===== src/rtl/dbus_arbiter.sv =====
// Two-master round-robin arbiter for the data bus. It holds the grant until
// the slave completes, and a watchdog aborts accesses that hang.
module dbus_arbiter #(
  parameter int unsigned TIMEOUT_CYCLES = 255,
  parameter logic [31:0] ERR_RDATA      = 32'hDEAD_BEEF
) (
  input  logic        clk,
  input  logic        rst_n,
  input  logic        m0_valid,
  input  logic [31:0] m0_addr,
  input  logic        m0_wen,
  input  logic [31:0] m0_wdata,
  input  logic [3:0]  m0_wstrb,
  output logic [31:0] m0_rdata,
  output logic        m0_ready,
  output logic        m0_err,
  input  logic        m1_valid,
  input  logic [31:0] m1_addr,
  input  logic        m1_wen,
  input  logic [31:0] m1_wdata,
  input  logic [3:0]  m1_wstrb,
  output logic [31:0] m1_rdata,
  output logic        m1_ready,
  output logic        m1_err,
  output logic        s_valid,
  output logic [31:0] s_addr,
  output logic        s_wen,
  output logic [31:0] s_wdata,
  output logic [3:0]  s_wstrb,
  input  logic [31:0] s_rdata,
  input  logic        s_ready,
  output logic        grant_o
);

  localparam logic [0:0]  ST_IDLE = 1'b0;
  localparam logic [0:0]  ST_BUSY = 1'b1;
  localparam int unsigned CNT_W   = (TIMEOUT_CYCLES > 1) ? $clog2(TIMEOUT_CYCLES) : 1;
  localparam logic [CNT_W-1:0] CNT_MAX = CNT_W'(TIMEOUT_CYCLES - 32'd1);
  localparam logic        WDOG_EN = (TIMEOUT_CYCLES != 0);

  logic [0:0]       r_state, w_state_nxt;
  logic             r_grant, w_grant_nxt;
  logic             r_last_grant, w_last_grant_nxt;
  logic [CNT_W-1:0] r_cnt, w_cnt_nxt;

  logic        w_busy;
  logic        w_gvalid;
  logic        w_done;
  logic        w_tmo;
  logic        w_fin;
  logic [31:0] w_rdata;

  // Completion and watchdog qualifiers; a real s_ready beats a coincident timeout.
  always_comb begin
    w_busy   = (r_state == ST_BUSY);
    w_gvalid = r_grant ? m1_valid : m0_valid;
    w_done   = w_busy & w_gvalid & s_ready;
    w_tmo    = WDOG_EN & w_busy & w_gvalid & ~s_ready & (r_cnt == CNT_MAX);
    w_fin    = w_done | w_tmo;
    w_rdata  = w_done ? s_rdata : (w_tmo ? ERR_RDATA : 32'd0);
  end

  // Slave-side mux from the granted master, quiet while idle.
  always_comb begin
    s_valid = w_busy & w_gvalid;
    s_addr  = 32'd0;
    s_wen   = 1'b0;
    s_wdata = 32'd0;
    s_wstrb = 4'd0;
    if (w_busy) begin
      s_addr  = r_grant ? m1_addr  : m0_addr;
      s_wen   = r_grant ? m1_wen   : m0_wen;
      s_wdata = r_grant ? m1_wdata : m0_wdata;
      s_wstrb = r_grant ? m1_wstrb : m0_wstrb;
    end
  end

  // Master-side responses; the non-granted master sees all zeros.
  always_comb begin
    m0_ready = w_fin & ~r_grant;
    m0_err   = w_tmo & ~r_grant;
    m0_rdata = r_grant ? 32'd0 : w_rdata;
    m1_ready = w_fin & r_grant;
    m1_err   = w_tmo & r_grant;
    m1_rdata = r_grant ? w_rdata : 32'd0;
    grant_o  = r_grant;
  end

  // Next-state logic for arbitration, grant tracking and the watchdog counter.
  always_comb begin
    w_state_nxt      = r_state;
    w_grant_nxt      = r_grant;
    w_last_grant_nxt = r_last_grant;
    w_cnt_nxt        = r_cnt;
    case (r_state)
      ST_IDLE: begin
        w_cnt_nxt = '0;
        if (m0_valid || m1_valid) begin
          w_state_nxt = ST_BUSY;
          w_grant_nxt = (m0_valid && m1_valid) ? ~r_last_grant : m1_valid;
        end
      end
      ST_BUSY: begin
        if (!w_gvalid) begin
          // Requester abandoned the access: drop it without touching fairness state.
          w_state_nxt = ST_IDLE;
          w_cnt_nxt   = '0;
        end else if (w_fin) begin
          w_state_nxt      = ST_IDLE;
          w_last_grant_nxt = r_grant;
          w_cnt_nxt        = '0;
        end else begin
          w_cnt_nxt = r_cnt + CNT_W'(1);
        end
      end
      default: w_state_nxt = ST_IDLE;
    endcase
  end

  always_ff @(posedge clk or negedge rst_n) begin
    if (!rst_n) begin
      r_state      <= ST_IDLE;
      r_grant      <= 1'b0;
      r_last_grant <= 1'b1;
      r_cnt        <= '0;
    end else begin
      r_state      <= w_state_nxt;
      r_grant      <= w_grant_nxt;
      r_last_grant <= w_last_grant_nxt;
      r_cnt        <= w_cnt_nxt;
    end
  end

endmodule

===== config.mk =====
export PLATFORM = sky130hd
export DESIGN_NAME = dbus_arbiter
export DESIGN_NICKNAME = d
export VERILOG_FILES = /design/src/rtl/dbus_arbiter.sv
export SDC_FILE = /design/constraint.sdc
export NUM_CORES = 1
export LEC_CHECK = 0
export BUFFER_PORTS_ARGS = -buffer_cell sky130_fd_sc_hd__buf_2
export CAP_MARGIN = 20
export CORE_AREA = 2 2 122 124
export DETAILED_ROUTE_END_ITERATION = 16
export DIE_AREA = 0 0 124 126
export GPL_TIMING_DRIVEN = 0
export SETUP_SLACK_MARGIN = 0.05
export SYNTH_ARGS = -nofsm -noshare
export SYNTH_HDL_FRONTEND = slang
export SYNTH_SLANG_ARGS = --single-unit
export TNS_END_PERCENT = 1

===== constraint.sdc =====
create_clock -name clk -period 4.2 [get_ports clk]
set_input_delay 0.84 -clock clk [delete_from_list [all_inputs] [get_ports clk]]
set_output_delay 0.84 -clock clk [all_outputs]
set_load 0.05 [all_outputs]

# Yosys cells after proc, flatten, opt, wreduce, memory -nomap -nowiden
# Cells that the tools add are included.
totals:
  out_inout_bits: 139
  latch_bits: 0
  ff_bits: 11
  n_memories: 0
  wordCells: 44
  ram_bits: 0
  mem_bits_ro: 0
op_classes:
  eq_ne: 1
  magnitude_cmp: 0
  shifts: 0
  div_mod_pow: 0
  multipliers: 0
  n_mux: 21
  addsub: 1
  n_reduce_logical: 4
  bitwise: 13
ops:
  columns: ["cell", "count"]
  rows:
  - ["$mux 32", 8]
  - ["$mux 8", 2]
  - ["$pmux 8 s2", 1]
  - ["$add 8x1->8 const B", 1]
  - ["$and 1x1->1", 8]
  - ["$eq 8x8->1 const B", 1]
  - ["$mux 4", 2]
  - ["$mux 1", 7]
  - ["$not 1->1", 4]
  - ["$reduce_and 3->1", 1]
  - ["$pmux 1 s2", 1]
  - ["$reduce_and 2->1", 1]
  - ["$logic_and 1x1->1", 1]
  - ["$logic_or 1x1->1", 1]
  - ["$or 1x1->1", 1]

# Longest topological paths before layout
logic_depth:
  depth_word: 8
  mapped_depth: 7
  depth_no_buf: 5

# Worst setup path after synthesis
# No wires, ideal clock.
synth_timing:
  path_type: "input -> output"
  start: "input s_ready"
  end: "output m1_rdata[10]"
  arrival_time_ps: 2318
  setup_slack_ps: 1042
  cell_stages: 6
  n_path_buf: 3
  path_cell_list: "buf_2 > inv_1 > nand3_1 > buf_2 > buf_2 > a21oi_1"
synth_via:
  elab_chain_len: 6
  word_cells_on_any_way: 7
  classes_between: "mux: 3; bitwise: 4"
synth_rtl:
  columns: ["item", "line_no", "source"]
  rows:
  - ["from (decl)", "31", "input logic s_ready,"]
  - ["$not 1->1", "58", "w_tmo = WDOG_EN & w_busy & w_gvalid & ~s_ready & (r_cnt == CNT_MAX);"]
  - ["$and 1x1->1 (2 in a row)", "58", null]
  - ["$mux 32", "60", "w_rdata = w_done ? s_rdata : (w_tmo ? ERR_RDATA : 32'd0);"]
  - ["$mux 32 *", "60", null]
  - ["$mux 32 *", "85", "m1_rdata = r_grant ? w_rdata : 32'd0;"]
  - ["to (decl)", "22", "output logic [31:0] m1_rdata,"]
# Every way passes the cells marked *; elsewhere a longest branch is shown, timed or not.

# Worst setup path in the final report
layout_timing:
  start: "input s_ready"
  end: "output m1_rdata[24]"
layout_via:
  elab_chain_len: 3
layout_rtl:
  columns: ["item", "line_no", "source"]
  rows:
  - ["$and 1x1->1", "57", "w_done = w_busy & w_gvalid & s_ready;"]
  - ["$mux 32", "60", null]
  - ["$mux 32", "85", null]
# No other way between the ends.

==> impl_metrics.json <==
{
  "status": "complete, no violations",
  "layout_setup_ws_ps": 1040,
  "track_usage_pct": 14.5,
  "grt_setup_unrepaired": "false",
  "drcViolationCount": 0,
  "fillers": 1628,
  "cp-end-kind": "primary output",
  "syn_nets": 500,
  "p_leak_uw": 0.00242,
  "routed_wl_um": 12300,
  "vias_per_cell": 4.20,
  "grt_pass1_wl_um": 17400,
  "fin_util_pct": 28.2,
  "clock_sinks": 11,
  "cts.path.max_buffers": 2,
  "die_area_um2": 15600,
  "num_rows": 44,
  "power.total_uw": 2460,
  "path_class": "input port to primary output",
  "syn-cell-area_um2": 2160,
  "relSlewSlack_pct": 53.4,
  "coreArea_um2": 14300,
  "startpoint_type": "input port",
  "cts.clk_slew.worst_paths_ps": 40,
  "first_pass_iters": 4,
  "grt_max_degree": 12,
  "postCtsHoldBufs": 0,
  "post_cts_buffers": 0,
  "ys_seq_area_share_pct": 12.8,
  "multi_input_area_um2": 1730,
  "power_density_nw_per_um2": 609,
  "final_layout_size_suffix_gt1_share_pct": 52.9,
  "ys_warn_count": 0,
  "synthTopCellsByArea": "mux2i_1, nor2_1, a21oi_1",
  "min-delay-path-class": "input port to asynchronous set/reset pin",
  "place.port_buffers": 312,
  "worstPathArrival_ps": 2320,
  "cts_tree": "done",
  "synth_top_area_share_pct": 32.5,
  "tns_ps": 0,
  "cp.required_ps": 3360,
  "clk_latency_ps": 240,
  "ctsResizeCount": 0,
  "maxCapViolCount": 0,
  "worstPathMaxFanout": 9,
  "drv_slew": 0,
  "syn_inst": 323,
  "place.gp.congestion": 0.888,
  "drtIter0Drc": 94,
  "drtAntennaViolNets": 0,
  "grt_pass1_vias": 3287,
  "post-place-ws_ps": 968,
  "ys_types": 33,
  "die_y_um": 126,
  "synth.ff_latch_count": 11,
  "peakVddDrop_v": 0.000339,
  "regArea_um2": 277,
  "design_area_um2": 4040,
  "place_hpwl_um": 10800,
  "antenna_found_initial": 3,
  "layout.nets": 817,
  "min_period_ps": 3160,
  "netlist.top_cell.by_area": "mux2i_1",
  "start_util_pct": 15.1,
  "cts-buffers-inserted": 3,
  "area_growth_pct": 87.0,
  "wire_per_inst_um": 14.9,
  "detailed_place.area_um2": 3950,
  "die_w_um": 124,
  "fmax_mhz": 316,
  "fin_skew_ps": 2.61,
  "hold_violations": 0,
  "synth_area_per_cell_um2": 6.68,
  "setup_viol": 0,
  "fin_crit_sh_pct": 75.3,
  "vias": 3467,
  "io_pins": 314,
  "htreeDepth": 1,
  "tightest_slew_ps": 693,
  "overflow": 0,
  "clock-root-buffer": "clkbuf_16"
}
==> Yosys cell counts <==
library cell and n:
mux2i_1 70, a21boi_0 1, a31oi_1 1, inv_2 1, o22ai_1 1, nor3_1 7
and3_1 2, nor4b_2 1, dfstp_2 1, and2_1 16, a32o_1 1, nor2_2 1
buf_2 15, o221ai_1 1, or3_1 3, nor4_4 1, clkbuf_1 14, ha_1 2
a22oi_1 1, o21ai_0 2, xor2_1 2, inv_1 2, nand4_1 1, nand3b_1 1
nor2_1 73, nand3_1 5, buf_4 2, a211oi_2 1, a21oi_1 51, and4_1 2
xnor2_1 1, nand2_1 30, dfrtp_1 10
==> per-layer routing <==
metal / up-vias / track usage (%) / share of wire [%]
met1: 1521 / 16.5 / 38
met2: 175 / 27.6 / 52
met4: 2 / 4.82 / 2.8
li1: 1749 / - / -
met3: 20 / 1.45 / 6.9
met5: - / 0 / 0.11
==> cell usage in the layout (no fill, tap or decap), types with 2 or more instances in the layout <==
master | Yosys | layout
dfrtp_1 | 10 | 10
and4_1 | 2 | 2
diode_2 | 0 | 3
buf_2 | 15 | 327
nor3_1 | 7 | 7
clkbuf_16 | 0 | 3
and3_1 | 2 | 2
buf_4 | 2 | 2
a21oi_1 | 51 | 51
nor2_1 | 73 | 73
nand2_1 | 30 | 30
inv_1 | 2 | 2
xor2_1 | 2 | 2
and2_1 | 16 | 16
nand3_1 | 5 | 5
o21ai_0 | 2 | 2
clkbuf_1 | 14 | 15
mux2i_1 | 70 | 70
ha_1 | 2 | 2
or3_1 | 3 | 3
==> logic make-up after synthesis <==
group,count (synthesis),share of synthesized area (%)
AND/OR/NAND/NOR,143,30.2
multiplexers,70,32.5
AO/OA/AOI/OAI,60,15.0
buffers and inverters,34,7.13
flip-flops,11,12.8
XOR/XNOR,3,1.22
adder cells (fa/ha/maj),2,1.16
==> sequential cells by signal, summed over array words and instances (netlist names) <==
register and flops:
grant_o 1, r_cnt 8, r_last_grant 1, r_state 1
==> critical path, cell delays in order <==
cell and delay [ps]:
buf_2 210, inv_1 160, nor3_1 600, and2_1 230, buf_2 270
==> metrics by stage <==
stage	instances	hold slack, ps
3_5_place_dp	819	500
3_3_place_gp	819	491
6_report	826	467
5_1_grt	824	482
2_1_floorplan	323	464
4_1_cts	823	468
==> power by group <==
| part | internal (µW) | leakage (µW) | switching, µW |
|---|---|---|---|
| Combinational | 554 | 0.00224 | 1600 |
| Sequential | 124 | 0.000146 | 11.2 |
| Clock | 127 | 0.0000382 | 44.9 |
==> path summary, 6_finish.rpt <==
kind	end	startpoint	cells past startpoint	slack (ps)
max	m1_rdata[24]	s_ready	5	1040
max reg2reg	r_last_grant$_DFFE_PN1P_	r_cnt[0]$_DFF_PN0_	5	2690
min reg2reg	r_cnt[0]$_DFF_PN0_	r_cnt[0]$_DFF_PN0_	1	500
min in group clk	r_cnt[0]$_DFF_PN0_	r_cnt[0]$_DFF_PN0_	1	500
max in group asynchronous	r_last_grant$_DFFE_PN1P_	rst_n	1	3470
min	r_cnt[2]$_DFF_PN0_	rst_n	1	470
==> layout make-up <==
cell class | instances | share of cell area (%)
Antenna cell | 3 | 0.186
Buffer | 31 | 3.53
Clock buffer | 4 | 1.95
Inverter | 3 | 0.279
Multi-Input combinational cell | 278 | 42.8
Sequential cell | 11 | 6.85
Tap cell | 184 | 5.70
Timing Repair Buffer | 312 | 38.7
(Power assumes the default switching activity.)
